==> src/rtl/mem_wb_if.sv <==
// mem_wb_if: handshake, memory-return and register-file write bundle for mem_writeback_stage
interface mem_wb_if;
  logic        in_valid;
  logic        in_ready;
  logic [5:0]  opcode;
  logic [4:0]  rt;
  logic [4:0]  rd;
  logic        RegDst;
  logic        MemToReg;
  logic        RegWrite;
  logic [31:0] alu_result;
  logic        mem_rvalid;
  logic [31:0] mem_rdata;
  logic        wb_en;
  logic [4:0]  wb_addr;
  logic [31:0] wb_data;
  logic        busy;
`ifdef WB_FWD_EN
  logic        fwd_valid;
  logic [4:0]  fwd_addr;
  logic [31:0] fwd_data;
`endif
  modport master (
    output in_valid, opcode, rt, rd, RegDst, MemToReg, RegWrite, alu_result, mem_rvalid, mem_rdata,
`ifdef WB_FWD_EN
    input fwd_valid, fwd_addr, fwd_data,
`endif
    input in_ready, wb_en, wb_addr, wb_data, busy
  );
  modport slave (
    input in_valid, opcode, rt, rd, RegDst, MemToReg, RegWrite, alu_result, mem_rvalid, mem_rdata,
`ifdef WB_FWD_EN
    output fwd_valid, fwd_addr, fwd_data,
`endif
    output in_ready, wb_en, wb_addr, wb_data, busy
  );
endinterface

==> src/rtl/mem_writeback_stage.sv <==
// mem_writeback_stage: writeback FSM with load extension; define WB_FWD_EN for early bypass outputs
module mem_writeback_stage (
  input logic clk,
  input logic rst_n,
  mem_wb_if.slave bus
);
  typedef enum logic [1:0] {IDLE, WAIT_MEM, WB} state_t;
  state_t      r_state;
  logic [5:0]  r_op;
  logic [4:0]  r_dst;
  logic        r_wb_en;
  logic [4:0]  r_wb_addr;
  logic [31:0] r_wb_data;
  logic        w_acc;
  logic        w_cap;
  logic [4:0]  w_dst;
  logic [31:0] w_ext;
  function automatic logic [31:0] ext(input logic [5:0] op, input logic [31:0] d);
    return op == 6'h20 ? {{24{d[7]}}, d[7:0]} :
           op == 6'h21 ? {{16{d[15]}}, d[15:0]} :
           op == 6'h24 ? {24'h0, d[7:0]} :
           op == 6'h25 ? {16'h0, d[15:0]} : d;
  endfunction
  assign bus.in_ready = rst_n && r_state != WAIT_MEM;
  assign bus.busy     = r_state == WAIT_MEM;
  assign bus.wb_en    = r_wb_en;
  assign bus.wb_addr  = r_wb_addr;
  assign bus.wb_data  = r_wb_data;
  assign w_acc = bus.in_valid && bus.in_ready;
  assign w_cap = r_state == WAIT_MEM && bus.mem_rvalid;
  assign w_dst = bus.RegDst ? bus.rd : bus.rt;
  assign w_ext = ext(r_op, bus.mem_rdata);
  // register 0 writes keep their WB cycle but never raise the strobe
  always_ff @(posedge clk or negedge rst_n) begin
    if (!rst_n) begin
      r_state   <= IDLE;
      r_op      <= '0;
      r_dst     <= '0;
      r_wb_en   <= 1'b0;
      r_wb_addr <= '0;
      r_wb_data <= '0;
    end else begin
      r_wb_en <= 1'b0;
      if (r_state == WAIT_MEM) begin
        if (w_cap) begin
          r_state   <= WB;
          r_wb_addr <= r_dst;
          r_wb_data <= w_ext;
          r_wb_en   <= r_dst != 5'd0;
        end
      end else if (w_acc && bus.RegWrite) begin
        if (bus.MemToReg) begin
          r_state <= WAIT_MEM;
          r_op    <= bus.opcode;
          r_dst   <= w_dst;
        end else begin
          r_state   <= WB;
          r_wb_addr <= w_dst;
          r_wb_data <= bus.alu_result;
          r_wb_en   <= w_dst != 5'd0;
        end
      end else r_state <= IDLE;
    end
  end
`ifdef WB_FWD_EN
  assign bus.fwd_valid = rst_n && (r_wb_en || (w_cap && r_dst != 5'd0));
  assign bus.fwd_addr  = w_cap ? r_dst : r_wb_addr;
  assign bus.fwd_data  = w_cap ? w_ext : r_wb_data;
`endif
endmodule

==> src/flat_wrapper.sv <==
// flat-port wrapper written by rule: the top's interface ports become plain ports
module mem_writeback_stage_flat 
  (clk, rst_n, bus_in_valid, bus_opcode, bus_rt, bus_rd, bus_RegDst, bus_MemToReg, bus_RegWrite, bus_alu_result, bus_mem_rvalid, bus_mem_rdata, bus_in_ready, bus_wb_en, bus_wb_addr, bus_wb_data, bus_busy);
  mem_wb_if bus_i ();
  input logic clk;
  input logic rst_n;
  input wire logic [$bits(bus_i.in_valid)-1:0] bus_in_valid;
  input wire logic [$bits(bus_i.opcode)-1:0] bus_opcode;
  input wire logic [$bits(bus_i.rt)-1:0] bus_rt;
  input wire logic [$bits(bus_i.rd)-1:0] bus_rd;
  input wire logic [$bits(bus_i.RegDst)-1:0] bus_RegDst;
  input wire logic [$bits(bus_i.MemToReg)-1:0] bus_MemToReg;
  input wire logic [$bits(bus_i.RegWrite)-1:0] bus_RegWrite;
  input wire logic [$bits(bus_i.alu_result)-1:0] bus_alu_result;
  input wire logic [$bits(bus_i.mem_rvalid)-1:0] bus_mem_rvalid;
  input wire logic [$bits(bus_i.mem_rdata)-1:0] bus_mem_rdata;
  output wire logic [$bits(bus_i.in_ready)-1:0] bus_in_ready;
  output wire logic [$bits(bus_i.wb_en)-1:0] bus_wb_en;
  output wire logic [$bits(bus_i.wb_addr)-1:0] bus_wb_addr;
  output wire logic [$bits(bus_i.wb_data)-1:0] bus_wb_data;
  output wire logic [$bits(bus_i.busy)-1:0] bus_busy;
  assign bus_i.in_valid = bus_in_valid;
  assign bus_i.opcode = bus_opcode;
  assign bus_i.rt = bus_rt;
  assign bus_i.rd = bus_rd;
  assign bus_i.RegDst = bus_RegDst;
  assign bus_i.MemToReg = bus_MemToReg;
  assign bus_i.RegWrite = bus_RegWrite;
  assign bus_i.alu_result = bus_alu_result;
  assign bus_i.mem_rvalid = bus_mem_rvalid;
  assign bus_i.mem_rdata = bus_mem_rdata;
  assign bus_in_ready = bus_i.in_ready;
  assign bus_wb_en = bus_i.wb_en;
  assign bus_wb_addr = bus_i.wb_addr;
  assign bus_wb_data = bus_i.wb_data;
  assign bus_busy = bus_i.busy;
  mem_writeback_stage u_core (.clk(clk), .rst_n(rst_n), .bus(bus_i));
endmodule
==> config.mk <==
export PLATFORM = sky130hd
export DESIGN_NAME = mem_writeback_stage_flat
export DESIGN_NICKNAME = d
export VERILOG_FILES = /design/src/rtl/mem_wb_if.sv /design/src/rtl/mem_writeback_stage.sv /design/src/flat_wrapper.sv
export SDC_FILE = /design/constraint.sdc
export NUM_CORES = 1
export LEC_CHECK = 0
export BUFFER_PORTS_ARGS = -buffer_cell sky130_fd_sc_hd__buf_2
export CAP_MARGIN = 20
export CORE_AREA = 2 2 118 91
export DETAILED_ROUTE_END_ITERATION = 12
export DIE_AREA = 0 0 120 93
export PLACE_DENSITY = 0.54
export REMOVE_ABC_BUFFERS = 1
export SKIP_LAST_GASP = 1
export SYNTH_ARGS = -nofsm -noshare
export SYNTH_HDL_FRONTEND = slang
export SYNTH_SLANG_ARGS = --single-unit
==> constraint.sdc <==
create_clock -name clk -period 2.6 [get_ports clk]
set_input_delay 0.26 -clock clk [delete_from_list [all_inputs] [get_ports clk]]
set_output_delay 0.26 -clock clk [all_outputs]
set_load 0.1 [all_outputs]
Word level (Yosys, flattened, before mapping)
Cells that the tools add are included.
{"block": "classes", "add_sub_neg": 0, "n_mul": 0, "div_mod_pow": 0, "magnitude_cmp": 0, "eq_ne": 8, "n_shift": 0, "mux": 21, "n_bitwise": 1, "n_reduce_logical": 9}
{"operator": "32-bit two-way mux", "count": 8}
{"operator": "5-bit two-way mux", "count": 5}
{"operator": "6-bit == test (second input constant)", "count": 4}
{"operator": "5-bit nonzero test", "count": 2}
{"operator": "2-bit two-way mux", "count": 4}
{"operator": "2-bit by 1-bit inequality test with 1-bit output (second input constant)", "count": 3}
{"operator": "3-bit AND reduction", "count": 2}
{"operator": "1-bit logical AND", "count": 4}
{"operator": "1-bit two-way mux", "count": 4}
{"operator": "2-bit by 1-bit == test with 1-bit output (second input constant)", "count": 1}
{"operator": "2-bit nonzero test", "count": 1}
{"operator": "1-bit NOT", "count": 1}
{"block": "totals", "register_bits": 51, "latchBits": 0, "ram_bits": 0, "rom_bits": 0, "input_bits": 87, "output_inout_bits": 40, "wordCells": 45, "mem_count": 0}

Longest topological paths before layout
{"block": "depth", "depth_word": 7, "mapped_depth": 7, "ltp_nobuf": 5}

Worst setup path before layout
No wires, ideal clock.
{"block": "synth_timing", "kind": "reg-to-reg", "start": "register u_core.r_state[1]", "end": "register u_core.r_wb_en, in the netlist u_core.bus.wb_en", "setup_time_ps": 83, "t_arrival_ps": 2104, "required_time_ps": 2517, "slack_ps": 413, "stages_incl_launch_ff": 7, "path_buffers": 2, "synth_period_minus_slack_ps": 2187, "path_cell_list": "dfrtp_1 -> nand2b_1 -> clkbuf_1 -> inv_2 -> clkbuf_1 -> o211ai_1 -> o21ai_0"}
{"block": "synth_between", "elab_cells_between_ends": 9, "cone_classes": "eq/ne (2); mux (3); reduce/logical (4)"}
{"item": "start, declared", "line_no": "mem_writeback_stage.sv:8", "rtl": "state_t r_state;"}
{"item": "start signal, assigned", "line_no": "mem_writeback_stage.sv:36", "rtl": "r_state <= IDLE;"}
{"item": "start signal, assigned", "line_no": "mem_writeback_stage.sv:46", "rtl": "r_state <= WB;"}
{"item": "start signal, assigned", "line_no": "mem_writeback_stage.sv:53", "rtl": "r_state <= WAIT_MEM;"}
{"item": "2-bit by 1-bit == test with 1-bit output *"}
{"item": "net bus_busy", "line_no": "flat_wrapper.sv:21", "rtl": "output wire logic [$bits(bus_i.busy)-1:0] bus_busy;"}
{"item": "1-bit logical AND", "line_no": "mem_writeback_stage.sv:30", "rtl": "assign w_cap = r_state == WAIT_MEM && bus.mem_rvalid;"}
{"item": "1-bit two-way mux", "line_no": "mem_writeback_stage.sv:45", "rtl": "if (w_cap) begin"}
{"item": "1-bit two-way mux *", "line_no": "mem_writeback_stage.sv:44", "rtl": "if (r_state == WAIT_MEM) begin"}
{"item": "end signal, assigned", "line_no": "mem_writeback_stage.sv:39", "rtl": "r_wb_en <= 1'b0;"}
{"item": "end signal, assigned", "line_no": "mem_writeback_stage.sv:43", "rtl": "r_wb_en <= 1'b0;"}
{"item": "end signal, assigned", "line_no": "mem_writeback_stage.sv:49", "rtl": "r_wb_en <= r_dst != 5'd0;"}
{"item": "end, declared", "line_no": "mem_writeback_stage.sv:11", "rtl": "logic r_wb_en;"}
The timed path passes the listed nets; every way through them passes the cells marked *.
A chain may end at the register's enable or synchronous reset.

Final worst setup path
{"block": "layout_timing", "start": "input rst_n", "end": "output bus_in_ready"}
{"block": "layout_between", "elab_chain_len": 1}
{"item": "start, declared", "line_no": "flat_wrapper.sv:6", "rtl": "input logic rst_n;"}
{"item": "1-bit logical AND", "line_no": "mem_writeback_stage.sv:24", "rtl": "assign bus.in_ready = rst_n && r_state != WAIT_MEM;"}
{"item": "end, declared", "line_no": "flat_wrapper.sv:17", "rtl": "output wire logic [$bits(bus_i.in_ready)-1:0] bus_in_ready;"}
No other way between the ends.

==> run_results.csv <==
group,metric,value,unit
run_status,status,"finished clean",
clock_tree,path_clk_slew,0.07,ns
detailed_routing,ant_nets,0,
floorplanning,fp.dieH,93,µm
pwr,p_switching,1.94,mW
critical_path,cp_max_fo,32,
detailed_routing,drc_errors,0,
detailed_routing,via_per_inst,4.39,
finish,final_cells,505,
pwr,power_frac_comb,49.5,%
synth,synth_edf_count,0,
synth,synth_commonest_cells,"nand2_1 (53), dfrtp_1 (51), o21ai_0 (18)",
sta,grt_setup_unrepaired,"false",
floorplanning,dieArea,0.0112,mm²
detailed_routing,drtIter0Drc,103,
clock_tree,numCtsBuffers,5,
flow_run,maxCapViolations,0,
synth,postSynthAreaPerCell,10.0,µm²
synth,yosysSeqAreaShare,51.9,%
global_route,grt_pass1_vias,2177,
critical_path,cp.arrival,1.90,ns
global_route,grt_max_degree,47,
finish,diodes,0,
sta,hold_viol_final,0,
critical_path,cpMostUsedCell,"buf_2",
sta,max_slew_margin,63.4,%
placement,place_inst,496,
detailed_routing,first_pass_iters,6,
finish,area_growth,40.0,%
critical_path,path_class,"in2out",
clock_tree,cts_tree,"built",
finish,nNetsFinal,455,
sta,worst_pin_slew,0.547,ns
pwr,power.share.clock,20.6,%
synth,synth_top_area_share,51.9,%
critical_path,worst_setup_path_end_kind,"output pin",
floorplanning,rows,32,
clock_tree,h-tree-depth,2,
synth,synthCells,245,
global_route,grt_use_total,12.0,%
floorplanning,core,0.0100,mm²
sta,setup_viol,0,
pwr,power.share.sequential,29.9,%
synth,syn-cell-area,0.00246,mm²
sta,clock_skew,0.00761,ns
finish,final_core_util,34.3,%
sta,max_freq,462,MHz
placement,gp_congestion,0.722,
clock_tree,worstSkewPairLatency,0.29,ns
synth,ys_types,31,
finish,n_fill_cell,1075,
floorplanning,ioPinCount,127,
critical_path,path_delay_family,"buffers and inverters",
hold_path,min_path_type,"in2reg",
critical_path,required,2.34,ns
clock_tree,cts_hold_buf,1,
critical_path,worst-path-buf-inv,4,
clock_tree,post_cts_buffers,0,
pwr,swShare,51.9,%
critical_path,crit_chain,"dlygate4sd3_1, buf_2, buf_4, and2_1, buf_2",
global_route,grt_pass1_wl,10700,µm
finish,drive_above_1_share,43.9,%
synth,async_reset_ff_share,100,%
synth,ys_top_cells_by_area,"dfrtp_1 (52%), nand2_1 (8.1%), mux2i_1 (5.7%)",
sta,final_max_slew_viol_count,0,
pwr,p_per_area,1090,mW/mm²
detailed_routing,drt_wl_total,6590,µm
synth,ys_seq_elements,51,
synth,yosys.area.top_type,"dfrtp_1",
sta,fin_crit,2.16,ns
clock_tree,post_cts_resized,0,
clock_tree,max-clock-path-buffers,2,
synth,yosysMostFrequentCell,"nand2_1",
detailed_routing,routedWlPerCell,13.0,µm
sta,min_period_over_period,83.2,%
placement,io_buffers,126,
synth,synth_top_flop_cell,"dfrtp_1",
detailed_routing,num_vias,2218,
global_route,overflow,0,
synth,synth_warnings,0,
floorplanning,die_w,120,µm
critical_path,worstSetupStartpointType,"primary input",
clock_tree,clock-sinks,51,
global_route,grt_antenna_before_repair,0,
placement,hpwl,5050,µm
clock_tree,clockRootBuffer,"clkbuf_16",
pwr,vdd_drop_max,427,µV
floorplanning,initial_utilization,24.5,%
critical_path,critical-path-max-stage-delay,0.52,ns
pwr,internal_power,1.80,mW
critical_path,cpMaxStageDelayCell,"dlygate4sd3_1",
pwr,power.leakage,1.75,nW
[cell usage in the layout, fill, tap and decap left out, drive strengths merged, types with 2 or more instances in the layout]
cell	count
clkbuf	6
o31ai	8
nand2	53
dfrtp	51
buf	134
a21oi	11
mux2	12
o21ai	28
mux2i	14
a211oi	2
inv	3
o2bb2ai	16
a21o	2
nor2	14
[registers in the layout, indices dropped and copies added (netlist names)]
signal              cells
u_core.bus.wb_data     32
u_core.r_dst            5
u_core.bus.wb_en        1
u_core.r_state          2
u_core.bus.wb_addr      5
u_core.r_op             6
[through the flow]
stage	worst slack, ns	setup TNS [ns]	power (mW)	hold slack [ns]	instance area, µm²
after floorplan	-1.48	-53.45	2.63	-0.0356	2370
final	0.436	0	3.74	0.203	3440
after detailed placement	0.595	0	3.00	0.285	3260
after global placement	0.651	0	2.98	0.286	3260
after global routing	0.325	0	3.91	0.210	3440
after CTS	0.398	0	3.79	0.197	3440
[worst paths after layout]
| check | startpoint | end | slack [ns] | cells past startpoint |
|---|---|---|---|---|
| worst max-delay path | rst_n | bus_in_ready | 0.44 | 5 |
| max in group asynchronous | rst_n | u_core.bus.wb_data[22] | 1.73 | 3 |
| worst max register to register | u_core.r_op[4] | u_core.bus.wb_data[13] | 0.60 | 4 |
| worst min register to register | u_core.bus.wb_data[1] | u_core.bus.wb_data[1] | 0.47 | 2 |
| worst min-delay path | bus_opcode[1] | u_core.r_op[1] | 0.20 | 2 |
| min in group asynchronous | rst_n | u_core.bus.wb_data[7] | 0.51 | 3 |
[layer usage]
layer  GRT usage [%]  share of wire, %  up-vias
met2            19.4                45       82
met4            2.75              0.80        0
li1                -                 -     1106
met5               0                 0        -
met1            15.9                47     1021
met3            3.72               7.4        9
[power groups by stage]
stage | logic (mW) | clock network, mW | registers [mW]
final | 1.85 | 0.771 | 1.12
after global routing | 1.94 | 0.824 | 1.15
after CTS | 1.86 | 0.804 | 1.12
after detailed placement | 1.86 | 0 | 1.13
after global placement | 1.85 | 0 | 1.13
after floorplan | 0.296 | 0 | 2.33
[cell type report]
cell class              instances  area (µm²)  area share, %
clock buffers                   6         139           4.03
multi-input cells             172        1090           31.8
inverters                       3        11.3          0.327
well taps                     136         170           4.94
flip-flops and latches         51        1280           37.1
repair buffers                135         716           20.8
clock inverters                 2        35.0           1.02
[cell families after synthesis]
logic type | count (synthesis) | synth area share [%]
AO/OA/AOI/OAI | 71 | 20.1
multiplexers | 26 | 11.2
AND/OR/NAND/NOR | 75 | 12.8
flip-flops | 51 | 51.9
buffers and inverters | 22 | 4.07
[worst register-to-register path: cells and delay by family (launching register included)]
kind             cells  cell delay, ns
flip-flops           1            0.37
AND/OR/NAND/NOR      1            0.68
AO/OA/AOI/OAI        3            0.85
No activity file was read; power rests on OpenSTA's default activity.
